**src/rtl/vga_dither_out.sv**
```systemverilog
// Final pixel stage: 4x4 ordered dither of 8-bit RGB down to 3/3/2, switch mask,
// blanking, and a 3-strobe sync delay that stays aligned with the colour path.
module vga_dither_out #(
  parameter bit DITHER_EN   = 1'b1,
  parameter bit TEMPORAL_EN = 1'b1,
  parameter bit SYNC_IDLE   = 1'b1
) (
  input  logic       clk100,
  input  logic       rst_n,
  input  logic       pix_stb,
  input  logic       i_active,
  input  logic       i_hs,
  input  logic       i_vs,
  input  logic [9:0] i_x,
  input  logic [8:0] i_y,
  input  logic [7:0] i_r,
  input  logic [7:0] i_g,
  input  logic [7:0] i_b,
  input  logic [7:0] sw,
  output logic [2:0] vga_red,
  output logic [2:0] vga_green,
  output logic [1:0] vga_blue,
  output logic       vga_hs,
  output logic       vga_vs,
  output logic [1:0] o_frame
);

  logic [7:0] s1_r_q, s1_g_q, s1_b_q;
  logic [1:0] s1_x_q, s1_y_q;
  logic       s1_act_q, s1_hs_q, s1_vs_q;
  logic       armed_q;
  logic [1:0] frame_q, frame_d;

  logic [2:0] s2_r_q, s2_g_q, s2_r_d, s2_g_d;
  logic [1:0] s2_b_q, s2_b_d;
  logic       s2_act_q, s2_hs_q, s2_vs_q;

  logic [2:0] red_q, green_q, red_d, green_d;
  logic [1:0] blue_q, blue_d;
  logic       hs_q, vs_q;

  logic [1:0] col, row;
  logic [3:0] bayer;
  logic [8:0] sum_r, sum_g, sum_b;
  logic       unused_coord;

  assign unused_coord = ^{i_x[9:2], i_y[8:2]};

  function automatic logic [3:0] bayer_lut(input logic [1:0] r, input logic [1:0] c);
    logic [3:0] v;
    case ({r, c})
      4'h0: v = 4'd0;   4'h1: v = 4'd8;   4'h2: v = 4'd2;   4'h3: v = 4'd10;
      4'h4: v = 4'd12;  4'h5: v = 4'd4;   4'h6: v = 4'd14;  4'h7: v = 4'd6;
      4'h8: v = 4'd3;   4'h9: v = 4'd11;  4'hA: v = 4'd1;   4'hB: v = 4'd9;
      4'hC: v = 4'd15;  4'hD: v = 4'd7;   4'hE: v = 4'd13;  default: v = 4'd5;
    endcase
    return v;
  endfunction

  // Threshold add in 9 bits; a carry saturates the channel to 255 before truncation.
  always_comb begin
    col = s1_x_q;
    row = s1_y_q;
    if (TEMPORAL_EN) begin
      col = s1_x_q ^ frame_q;
      row = s1_y_q ^ {frame_q[0], frame_q[1]};
    end
    bayer  = DITHER_EN ? bayer_lut(row, col) : 4'd0;
    sum_r  = {1'b0, s1_r_q} + {4'd0, bayer, 1'b0};
    sum_g  = {1'b0, s1_g_q} + {4'd0, bayer, 1'b0};
    sum_b  = {1'b0, s1_b_q} + {3'd0, bayer, 2'b00};
    s2_r_d = sum_r[8] ? 3'd7 : sum_r[7:5];
    s2_g_d = sum_g[8] ? 3'd7 : sum_g[7:5];
    s2_b_d = sum_b[8] ? 2'd3 : sum_b[7:6];
  end

  always_comb begin
    red_d   = s2_act_q ? (s2_r_q & sw[7:5]) : 3'd0;
    green_d = s2_act_q ? (s2_g_q & sw[4:2]) : 3'd0;
    blue_d  = s2_act_q ? (s2_b_q & sw[1:0]) : 2'd0;
  end

  // armed_q keeps a vs edge on the very first strobe after reset from counting.
  always_comb begin
    frame_d = frame_q;
    if (armed_q && s1_vs_q && !i_vs) frame_d = frame_q + 2'd1;
  end

  always_ff @(posedge clk100 or negedge rst_n) begin
    if (!rst_n) begin
      s1_r_q   <= 8'd0;
      s1_g_q   <= 8'd0;
      s1_b_q   <= 8'd0;
      s1_x_q   <= 2'd0;
      s1_y_q   <= 2'd0;
      s1_act_q <= 1'b0;
      s1_hs_q  <= SYNC_IDLE;
      s1_vs_q  <= SYNC_IDLE;
      armed_q  <= 1'b0;
      frame_q  <= 2'd0;
      s2_r_q   <= 3'd0;
      s2_g_q   <= 3'd0;
      s2_b_q   <= 2'd0;
      s2_act_q <= 1'b0;
      s2_hs_q  <= SYNC_IDLE;
      s2_vs_q  <= SYNC_IDLE;
      red_q    <= 3'd0;
      green_q  <= 3'd0;
      blue_q   <= 2'd0;
      hs_q     <= SYNC_IDLE;
      vs_q     <= SYNC_IDLE;
    end else if (pix_stb) begin
      s1_r_q   <= i_r;
      s1_g_q   <= i_g;
      s1_b_q   <= i_b;
      s1_x_q   <= i_x[1:0];
      s1_y_q   <= i_y[1:0];
      s1_act_q <= i_active;
      s1_hs_q  <= i_hs;
      s1_vs_q  <= i_vs;
      armed_q  <= 1'b1;
      frame_q  <= frame_d;
      s2_r_q   <= s2_r_d;
      s2_g_q   <= s2_g_d;
      s2_b_q   <= s2_b_d;
      s2_act_q <= s1_act_q;
      s2_hs_q  <= s1_hs_q;
      s2_vs_q  <= s1_vs_q;
      red_q    <= red_d;
      green_q  <= green_d;
      blue_q   <= blue_d;
      hs_q     <= s2_hs_q;
      vs_q     <= s2_vs_q;
    end
  end

  assign vga_red   = red_q;
  assign vga_green = green_q;
  assign vga_blue  = blue_q;
  assign vga_hs    = hs_q;
  assign vga_vs    = vs_q;
  assign o_frame   = frame_q;

endmodule

```
**config.mk**
```make
export PLATFORM = sky130hd
export DESIGN_NAME = vga_dither_out
export DESIGN_NICKNAME = d
export VERILOG_FILES = /design/src/rtl/vga_dither_out.sv
export SDC_FILE = /design/constraint.sdc
export NUM_CORES = 1
export LEC_CHECK = 0
export CAP_MARGIN = 5
export CORE_ASPECT_RATIO = 0.5
export CORE_MARGIN = 1.5
export CORE_UTILIZATION = 45
export DETAILED_ROUTE_END_ITERATION = 12
export PLACE_DENSITY_LB_ADDON = 0.1
export SKIP_LAST_GASP = 1
export SYNTH_ARGS = -nofsm -noshare
export SYNTH_HDL_FRONTEND = slang
export SYNTH_SLANG_ARGS = --single-unit
```
**constraint.sdc**
```tcl
create_clock -name clk100 -period 4 [get_ports clk100]
set_input_delay 0.4 -clock clk100 [delete_from_list [all_inputs] [get_ports clk100]]
set_output_delay 0.4 -clock clk100 [all_outputs]
set_load 0.005 [all_outputs]
```
==> impl_metrics.toml <==
[global_route]
grt_pass1_wl_um = 7330
grt_pass1_vias = 1544
antenna_found_initial = 0
grt-ovfl-total = 0
track_usage_pct = 17.1
grt_max_degree = 52

[die]
initial_core_util_pct = 47.1
die_w_um = 105
io_pins = 69
die_area_um2 = 5650
die_h_um = 53.9
fp.coreArea_um2 = 4950
fp-row-count = 18

[clocking]
cts-resized-gates = 0
cts_buffers = 5
cts_buffer_depth = 2
clkLatencyLatePin_ps = 300
cts-root-buf = "clkbuf_8"
cts_setup_buffers = 0
clk_pin_slew_ps = 90
postCtsHoldBufs = 0
cts_sinks = 51
h-tree-depth = 2
cts_tree = "yes"

[placed_design]
post-place-ws_ps = 1730
portBuffers = 49
placed_area_um2 = 2870
place.gp.congestion = 0.727
hpwl_um = 2910

[yosys]
ys_async_sr_fraction_pct = 100
postSynthAreaPerCell_um2 = 12.0
yosysWarningCount = 0
synthesis.area_um2 = 2330
synth_nets = 261
ys_ff_latch = 51
ys.flop_type = "dfrtp_1"
seq_area_frac_synth_pct = 55.0
yosysUniqueCellTypes = 30
synthCells = 195
synth_edf_count = 0

[finish]
final_util_pct = 60.0
drive_gt1_share_pct = 20.2
syn_to_final_growth_pct = 27.3
final_cell_area_um2 = 2970
nets = 308
fillers = 439
n_antenna_cell = 0

[timing]
period_needed_ps = 2270
setup_viol = 0
finalCritPeriodShare_pct = 56.8
setup_ws_ps = 1730
max_freq_mhz = 440
hold_viol = 0
tns_ps = 0
worst-slew-pin-transition_ps = 801
finalMaxSlewViolations = 0
max-slew-margin-rel_pct = 46.6
rsz0062_at_grt = "no"
clock-skew-final_ps = 5.69

[critical_path]
critPathLaunchType = "register"
worstPathArrival_ps = 2470
cp.required_ps = 4190
endpoint_kind = "register"
critical_path_buf_inv_count = 0
critPathKind = "reg -> reg"
path_cells = "xor2_1, xnor2_1, ha_1, a21oi_1, nand2_1, or4b_1, o211a_1"
path_delay_family = "simple AND/OR/NAND/NOR gates"
critPathMaxStageDelay_ps = 470
slowest_stage = "dfrtp_1"
crit_fanout = 5

[route]
drtPass1Iterations = 4
post_drt_wl_per_cell_um = 13.4
wl_met3_um = 242
wl_met1_um = 2150
post-route-drc-count = 0
met2_length_um = 1780
top_layer = "met4"
drt_iter0_drc = 38
postRouteAntennaNets = 0
wl_um = 4200
route.vias.total = 1584
vias_per_cell = 5.06

[pwr]
ir_drop_v = 0.000278
power.density_nw_per_um2 = 532
power.leakage_nw = 1.22

[run]
drv_cap = 0

[worst_hold_path]
hold_path_class = "in -> async"

[status]
status = "finished, final reports clean"
report_power, final:
group          switching [mW]  total (mW)  internal, mW
Sequential             0.0735       0.687         0.614
Clock                   0.160       0.318         0.158
Combinational           0.281       0.577         0.296
state kept, by name (all words and copies together), names as in the netlist, 2 cells and up:
register,count
o_frame,2
s1_b_q,6
s1_g_q,7
s1_r_q,7
s1_x_q,2
s1_y_q,2
s2_b_q,2
s2_g_q,3
s2_r_q,3
vga_blue,2
vga_green,3
vga_red,3
final timing paths:
| path | slack, ps | endpoint | cells past startpoint | start |
|---|---|---|---|---|
| setup / recovery | 1730 | s2_b_q[0]$_DFFE_PN0P_ | 7 | o_frame[0]$_DFFE_PN0P_ |
| hold / removal | 190 | vga_blue[0]$_DFFE_PN0P_ | 2 | rst_n |
| setup reg to reg | 1730 | s2_b_q[0]$_DFFE_PN0P_ | 7 | o_frame[0]$_DFFE_PN0P_ |
| hold reg to reg | 490 | armed_q$_DFFE_PN0P_ | 1 | armed_q$_DFFE_PN0P_ |
| max in group asynchronous | 3360 | s1_b_q[6]$_DFFE_PN0P_ | 2 | rst_n |
| min in group clk100 | 490 | armed_q$_DFFE_PN0P_ | 1 | armed_q$_DFFE_PN0P_ |
area by class of cell:
class	instances	area (µm²)	share of cell area, %
Sequential cell	51	1280	43.2
Clock buffer	8	100	3.37
Multi-Input combinational cell	119	952	32.0
Timing Repair Buffer	51	495	16.7
Tap cell	70	87.6	2.95
Inverter	14	52.6	1.77
placed cells by master (no fill, tap or decap):
| cell type | count |
|---|---|
| a211oi_1 | 2 |
| a21oi_1 | 5 |
| a311o_1 | 2 |
| a31oi_1 | 5 |
| buf_2 | 2 |
| buf_4 | 2 |
| clkbuf_1 | 1 |
| clkbuf_8 | 7 |
| clkdlybuf4s50_1 | 47 |
| dfrtp_1 | 45 |
| dfstp_2 | 6 |
| ha_1 | 9 |
| inv_1 | 14 |
| mux2_2 | 29 |
| nand2_1 | 8 |
| nand3_1 | 1 |
| nand4_1 | 11 |
| nand4b_1 | 1 |
| nor2_1 | 9 |
| nor2b_1 | 2 |
| nor3_1 | 2 |
| o2111a_1 | 2 |
| o2111ai_1 | 1 |
| o211a_1 | 1 |
| o211ai_1 | 4 |
| o21ai_0 | 12 |
| o22ai_1 | 1 |
| o22ai_2 | 1 |
| or2_2 | 1 |
| or4b_1 | 1 |
| xnor2_1 | 5 |
| xnor2_2 | 1 |
| xor2_1 | 3 |
per-stage QoR:
step           instances  total power, mW  hold WS (ps)
2_1_floorplan        195             1.07           104
3_3_place_gp         305             1.25           456
3_5_place_dp         305             1.27           462
4_1_cts              313             1.60           221
5_1_grt              313             1.71           254
6_report             313             1.58           193
cells by family after synthesis:
logic type / Yosys count / synth area share [%]
adder cells (fa/ha/maj): 9 / 4.83
multiplexers: 29 / 14.0
AO/OA/AOI/OAI: 36 / 10.3
flip-flops: 51 / 55.0
buffers and inverters: 25 / 4.18
XOR/XNOR: 9 / 3.70
AND/OR/NAND/NOR: 36 / 7.94
Yosys cell counts, drive strengths merged, types with 3 or more instances:
library cell / count / area [µm²]
a21oi: 5 / 25.0
a31oi: 5 / 31.3
buf: 3 / 15.0
clkbuf: 8 / 30.0
dfrtp: 45 / 1130
dfstp: 6 / 158
ha: 9 / 113
inv: 14 / 52.6
mux2: 29 / 327
nand2: 8 / 30.0
nand4: 11 / 68.8
nor2: 9 / 33.8
o211ai: 4 / 30.0
o21ai: 12 / 60.1
xnor2: 6 / 60.1
xor2: 3 / 26.3
per-layer routing:
metal | GRT usage, % | vias to the layer above
met5 | 0 | -
met4 | 4.11 | 0
met3 | 5.57 | 4
met2 | 25.7 | 38
met1 | 24.2 | 749
li1 | - | 793
Power figures use the tool's default switching activity.
